## src/rtl/vga_pkg.sv

```systemverilog
// Shared constants and types for the VGA memory arbiter slice.
// Latency: n/a (declarations only).
// Backpressure: n/a.
package vga_pkg;

    localparam int AW = 15;
    localparam int DW = 16;

    // Phases of the 4-clock pixel cycle as produced by the timing generator.
    localparam logic [1:0] PS_CHAR  = 2'd0;
    localparam logic [1:0] PS_GLYPH = 2'd1;
    localparam logic [1:0] PS_PIX   = 2'd2;
    localparam logic [1:0] PS_FREE  = 2'd3;

    typedef enum logic [1:0] {
        IDLE   = 2'd0,
        ACCESS = 2'd1,
        ACK    = 2'd2
    } cpu_state_e;

endpackage

```

## src/rtl/vga_fill_engine.sv

```systemverilog
// Screen-clear engine: writes fill_value to fill_len consecutive words from fill_base.
// Latency: one word per fill_grant; fill_done pulses the cycle after the final write.
// Backpressure: advances only on fill_grant; fill_start while busy is ignored.
//
// Ports: fill_start/base/len/value load a job while idle; fill_grant is the advance
// strobe from the arbiter; fill_addr/fill_wdata present the pending word;
// fill_busy is high while words remain, fill_done is a one-cycle completion pulse.
module vga_fill_engine
    import vga_pkg::*;
#(
    parameter int AW = vga_pkg::AW,
    parameter int DW = vga_pkg::DW
) (
    input  logic          clk,
    input  logic          reset,
    input  logic          fill_start,
    input  logic [AW-1:0] fill_base,
    input  logic [AW-1:0] fill_len,
    input  logic [DW-1:0] fill_value,
    input  logic          fill_grant,
    output logic          fill_busy,
    output logic          fill_done,
    output logic [AW-1:0] fill_addr,
    output logic [DW-1:0] fill_wdata
);

    logic [AW-1:0] addr_q,   addr_d;
    logic [AW-1:0] remain_q, remain_d;
    logic [DW-1:0] value_q,  value_d;
    logic          busy_q,   busy_d;
    logic          done_q,   done_d;

    always_comb begin
        addr_d   = addr_q;
        remain_d = remain_q;
        value_d  = value_q;
        busy_d   = busy_q;
        done_d   = 1'b0;
        if (!busy_q) begin
            if (fill_start) begin
                addr_d   = fill_base;
                remain_d = fill_len;
                value_d  = fill_value;
                // A zero-length job never goes busy; it just reports completion.
                if (fill_len == '0) begin
                    done_d = 1'b1;
                end else begin
                    busy_d = 1'b1;
                end
            end
        end else if (fill_grant) begin
            // Address wraps naturally at 2^AW.
            addr_d   = addr_q + 1'b1;
            remain_d = remain_q - 1'b1;
            if (remain_q == AW'(1)) begin
                busy_d = 1'b0;
                done_d = 1'b1;
            end
        end
    end

    always_ff @(posedge clk or posedge reset) begin
        if (reset) begin
            addr_q   <= '0;
            remain_q <= '0;
            value_q  <= '0;
            busy_q   <= 1'b0;
            done_q   <= 1'b0;
        end else begin
            addr_q   <= addr_d;
            remain_q <= remain_d;
            value_q  <= value_d;
            busy_q   <= busy_d;
            done_q   <= done_d;
        end
    end

    assign fill_busy  = busy_q;
    assign fill_done  = done_q;
    assign fill_addr  = addr_q;
    assign fill_wdata = value_q;

endmodule

```

## src/rtl/vga_mem_arbiter.sv

```systemverilog
// Shares the single-port VGA memory between display fetch, CPU port and fill engine.
// Latency: display never stalls; CPU ack 2 cycles after grant; fill 1 word per granted slot.
// Backpressure: CPU holds cpu_req until cpu_ack; fill waits for free slots, CPU wins ties.
//
// Ports: pixel_state/active/disp_addr come from the timing pipeline, disp_rdata
// returns memory data to it; cpu_* is a req/ack load-store port; fill_* controls
// the clear engine; mem_* drive the synchronous-read memory macro.
module vga_mem_arbiter
    import vga_pkg::*;
#(
    parameter int AW = vga_pkg::AW,
    parameter int DW = vga_pkg::DW
) (
    input  logic          clk,
    input  logic          reset,
    input  logic [1:0]    pixel_state,
    input  logic          active,
    input  logic [AW-1:0] disp_addr,
    output logic [DW-1:0] disp_rdata,
    input  logic          cpu_req,
    input  logic          cpu_we,
    input  logic [AW-1:0] cpu_addr,
    input  logic [DW-1:0] cpu_wdata,
    output logic          cpu_ack,
    output logic [DW-1:0] cpu_rdata,
    input  logic          fill_start,
    input  logic [AW-1:0] fill_base,
    input  logic [AW-1:0] fill_len,
    input  logic [DW-1:0] fill_value,
    output logic          fill_busy,
    output logic          fill_done,
    output logic [AW-1:0] mem_addr,
    output logic          mem_we,
    output logic [DW-1:0] mem_wdata,
    input  logic [DW-1:0] mem_rdata
);

    cpu_state_e    cpu_state_q;
    logic          cpu_we_q;
    logic          cpu_ack_q;
    logic [DW-1:0] cpu_rdata_q;

    logic          slot_free;
    logic          cpu_grant;
    logic          fill_grant;
    logic [AW-1:0] fill_addr;
    logic [DW-1:0] fill_wdata;

    vga_fill_engine #(.AW(AW), .DW(DW)) u_fill (
        .clk        (clk),
        .reset      (reset),
        .fill_start (fill_start),
        .fill_base  (fill_base),
        .fill_len   (fill_len),
        .fill_value (fill_value),
        .fill_grant (fill_grant),
        .fill_busy  (fill_busy),
        .fill_done  (fill_done),
        .fill_addr  (fill_addr),
        .fill_wdata (fill_wdata)
    );

    // Display owns the char/glyph phases of visible pixel cycles; everything
    // else is shared. Grants are masked while reset is held so a pending
    // cpu_req cannot steer the memory port away from the display.
    always_comb begin
        slot_free  = !active || (pixel_state >= PS_PIX);
        cpu_grant  = !reset && slot_free && cpu_req && (cpu_state_q == IDLE);
        fill_grant = !reset && slot_free && !cpu_grant && fill_busy;

        mem_addr  = disp_addr;
        mem_we    = 1'b0;
        mem_wdata = '0;
        if (cpu_grant) begin
            mem_addr  = cpu_addr;
            mem_we    = cpu_we;
            mem_wdata = cpu_wdata;
        end else if (fill_grant) begin
            mem_addr  = fill_addr;
            mem_we    = 1'b1;
            mem_wdata = fill_wdata;
        end
    end

    // The memory is addressed in the grant cycle, so only the direction needs
    // to be remembered; read data arrives during ACCESS and is captured at its
    // end, before any later fill write can reuse the port's read path.
    always_ff @(posedge clk or posedge reset) begin
        if (reset) begin
            cpu_state_q <= IDLE;
            cpu_we_q    <= 1'b0;
            cpu_ack_q   <= 1'b0;
            cpu_rdata_q <= '0;
        end else begin
            case (cpu_state_q)
                IDLE: begin
                    cpu_ack_q <= 1'b0;
                    if (cpu_grant) begin
                        cpu_state_q <= ACCESS;
                        cpu_we_q    <= cpu_we;
                    end
                end
                ACCESS: begin
                    cpu_state_q <= ACK;
                    cpu_ack_q   <= 1'b1;
                    if (!cpu_we_q) begin
                        cpu_rdata_q <= mem_rdata;
                    end
                end
                ACK: begin
                    cpu_state_q <= IDLE;
                    cpu_ack_q   <= 1'b0;
                end
                default: begin
                    cpu_state_q <= IDLE;
                    cpu_ack_q   <= 1'b0;
                end
            endcase
        end
    end

    assign cpu_ack    = cpu_ack_q;
    assign cpu_rdata  = cpu_rdata_q;
    assign disp_rdata = mem_rdata;

endmodule

```

## config.mk

```make
export PLATFORM = sky130hd
export DESIGN_NAME = vga_mem_arbiter
export DESIGN_NICKNAME = d
export VERILOG_FILES = /design/src/rtl/vga_pkg.sv /design/src/rtl/vga_fill_engine.sv /design/src/rtl/vga_mem_arbiter.sv
export SDC_FILE = /design/constraint.sdc
export NUM_CORES = 1
export LEC_CHECK = 0
export ABC_AREA = 1
export CAP_MARGIN = 10
export CORE_ASPECT_RATIO = 0.8
export CORE_MARGIN = 2
export CORE_UTILIZATION = 35
export CTS_CLUSTER_SIZE = 16
export DETAILED_ROUTE_END_ITERATION = 12
export GPL_ROUTABILITY_DRIVEN = 0
export HOLD_SLACK_MARGIN = 0.1
export PLACE_DENSITY = 0.74
export RECOVER_POWER = 50
export SLEW_MARGIN = 20
export SYNTH_ARGS = -nofsm -noshare
export SYNTH_HDL_FRONTEND = slang
export SYNTH_HIERARCHICAL = 1
export SYNTH_SLANG_ARGS = --single-unit
```

## constraint.sdc

```tcl
create_clock -name clk -period 6.62 [get_ports clk]
set_clock_uncertainty 0.15 [all_clocks]
set_input_delay 1.986 -clock clk [delete_from_list [all_inputs] [get_ports clk]]
set_output_delay 1.986 -clock clk [all_outputs]
set_load 0.005 [all_outputs]
```

==> results.md <==
- WP data arrival: around 4200 ps
- First-pass iteration count of the detailed router: 5
- DR vias/cell: 4.76
- Status: complete, but fails checks
- Sw power: 0.895 mW
- Number of synthesis warnings: 6
- Comb pwr share: a little under half
- Avg WL per Cell: about 13 um
- Worst slew margin: -49.4%
- WP data required: approximately 4500 ps
- Post-synthesis mux area share: 0%
- Syn Nets: slightly above 800
- PostCTS Resize Cnt: 0
- First-pass GRT wire length: 22.2 mm
- Die H: 106 um
- CTS tree: done
- Layout cell share with drive strength beyond 1: roughly 3.6%
- Initial antenna violation count: 0
- Reg clk slew, reported paths: around 60 ps
- CTS Buf Count: 9
- DRT Wirelength: roughly 14 mm
- Largest net degree at the start of global routing: slightly below 50
- Worst skew pair latency: about 320 ps
- Compound-gate portion of the synthesized area: approximately 6.4%
- Max Cap Violations: 1
- Avg Synthesized Cell Area: around 6.5 um^2
- Top delay family on crit path: buffers and inverters
- Setup Viol. Count Final: 0
- Clk sinks: between 60 and 70
- Placed cell count: between 1,000 and 1,500
- Detail Route Antenna Nets: 0
- Final #Nets: about 970
- Post-synth ARST share: 100%
- RSZ-0062 raised after global routing: no
- Rows: 37
- CTS root buf: clkbuf_16
- CTS Buffer Depth: 2
- R2r setup slk: ~2300 ps
- Number of global-route vias before repair: 4,545
- Simple-gate share of the synthesized area: between 40% and 50%
- IO Count: 183
- Setup repair bufs after CTS: 0
- Post-synth EDFFs: 0
- H-Tree Depth: 3
- DRC viols: 0
- Hold Slack: 317 ps
- Syn Std Cell Area: around 4500 um^2
- Iter 0 DRT Violations: roughly 380
- Violated checks: max-capacitance violations, max-slew violations
- GRT Total Usage: a little under 20%
- Syn Inst Count: 700
- Final min period: about 6300 ps
- Final hold vios: 0
- Setup crit start kind: primary input
- Pwr Density: about 330 nW/um^2
- CP Capture Type: primary output
- Worst IR drop on VDD: 0.141 mV
- Worst-Margin Slew: around 2200 ps
- Initial Util: between 30% and 40%
- Synth Area in XOR/XNOR: 0%
- Setup CP Type: primary input to primary output
- Internal power: 1.27 mW
- Worst min path class: register to register
- Sw Ratio: between 40% and 50%
- Yosys reg bits: 68
- Largest family of logic cells by synthesized area: simple AND/OR/NAND/NOR gates
- Final setup TNS: 0 ps
- CP Buf/Inv Count: 4
- Post-synthesis adder-cell area fraction: less than 1%
- Antenna cells: 0
- Most used flip-flop cell after synthesis: dfrtp_1
- Max Freq: 158 MHz
- Yosys cell types: 34
- Sequential share of power: around a third
- Share of the synthesized area in the top cell type: 37.5%
- DP HPWL: just over 10 mm
- Critical Path Max Stage Delay: between 500 and 600 ps
- Cell taking the most area after synthesis: dfrtp_1
- Slowest cell on the critical path: dlygate4sd3_1
- Die area: approximately 14,000 um^2
- Fin crit share: a little over nine tenths
- Synth top area cells: dfrtp_1 38%, nand2_1 23%, nand3_1 8.3%
- Fin. max-slew vios: 49
- IO Port Bufs: about 180
- Via count: about 4,900
- Die width: approximately 130 um
- Post-CTS Hold Fix Bufs: 0
- Seq/Total Area, Yosys: 37.5%
- CP cell instances: dlygate4sd3_1, inv_2, nand3_4, inv_2, nand2_1, o21ai_0, clkdlybuf4s50_1
- Layout area overhead: 44.7%
- Core Area: between 10,000 and 15,000 um^2
- Overflow after GRT: 0
- Clock power share: between 20% and 30%
- Worst Path Max Fanout: 19
- Lkg Pwr: 3.25 nW
- Final non-filler cell total: approximately 1,000
- Cell mode on critical path: inv_2
[final timing paths]
path,to,cells after the start,from
min reg2reg,cpu_rdata[11]$_DFFE_PP0P_,2,cpu_rdata[11]$_DFFE_PP0P_
min,cpu_rdata[11]$_DFFE_PP0P_,2,cpu_rdata[11]$_DFFE_PP0P_
min in group asynchronous,cpu_we_q$_DFFE_PP0P_,3,reset
max reg2reg,u_fill/fill_addr[3]$_DFFE_PP0P_,8,u_fill/fill_busy$_DFF_PP0_
max,mem_we,7,reset
max in group asynchronous,u_fill/fill_wdata[4]$_DFFE_PP0P_,2,reset
[Yosys cell counts, types with 4 or more instances]
library cell	number
o21ai_1	13
nand2_1	276
a21oi_1	4
nor3_1	4
inv_1	74
nand3_1	75
nor2_1	60
o21ai_0	28
buf_4	24
inv_2	7
nand4_1	21
nand3b_1	4
dfrtp_1	68
buf_2	12
[layout by cell type, fill, tap and decap left out, types with 6 or more instances in the layout]
master,netlist,layout
clkbuf_16,0,9
clkdlybuf4s50_1,0,160
dfrtp_1,68,68
dlygate4sd3_1,0,21
inv_1,74,74
inv_2,7,6
nand2_1,276,277
nand3_1,75,75
nand4_1,21,21
nor2_1,60,61
o21ai_0,28,28
o21ai_1,13,13
[per-stage QoR]
step | total power [mW] | util, % | setup WS [ps] | instance area, um^2
2_1_floorplan | 1.34 | - | 1640 | 4530
3_3_place_gp | 1.71 | 49.5 | 350 | 6310
3_5_place_dp | 1.73 | 49.5 | 308 | 6310
4_1_cts | 2.18 | 51.6 | 320 | 6580
5_1_grt | 2.34 | 51.5 | 140 | 6560
6_report | 2.16 | 51.5 | 298 | 6560
[tightest hold or removal path: stages (launching register included)]
cell and delay [ps]:
dfrtp_1 340, nand2_1 50, nand2_1 40
[layout make-up]
| class | count | area [um^2] |
|---|---|---|
| well taps | 175 | 219 |
| inverters | 82 | 309 |
| fillers | 1277 | 6170 |
| repair buffers | 184 | 1830 |
| clock inverters | 7 | 43.8 |
| clock buffers | 9 | 225 |
| flip-flops and latches | 68 | 1700 |
| multi-input cells | 507 | 2230 |
[registers in the layout, indices dropped and copies added, names as in the netlist, 2 cells and up]
| name | count |
|---|---|
| u_fill/fill_wdata | 16 |
| cpu_state_q | 2 |
| u_fill/fill_addr | 15 |
| u_fill/remain_q | 15 |
| cpu_rdata | 16 |
[power groups by stage]
| stage | sequential, mW | clock [mW] | combinational, mW |
|---|---|---|---|
| 2_1_floorplan | 0.679 | 0 | 0.665 |
| 5_1_grt | 0.748 | 0.462 | 1.13 |
| 6_report | 0.724 | 0.436 | 1.00 |
| 3_5_place_dp | 0.726 | 0 | 1.01 |
| 4_1_cts | 0.722 | 0.447 | 1.01 |
| 3_3_place_gp | 0.724 | 0 | 0.984 |
[metal layers]
metal / GRT usage (%) / routed length [um] / vias up
met4: 4.89 / 136 / 0
met3: 4.38 / 920 / 13
met5: 0 / 0 / -
met2: 32.2 / 6370 / 192
met1: 26.8 / 6410 / 2217
li1: - / - / 2495
[logic make-up after synthesis]
kind of cell             Yosys count
AND/OR/NAND/NOR                  450
AO/OA/AOI/OAI                     54
adder cells (fa/ha/maj)            3
flip-flops                        68
buffers and inverters            125
No activity file was read; power rests on OpenSTA's default activity.
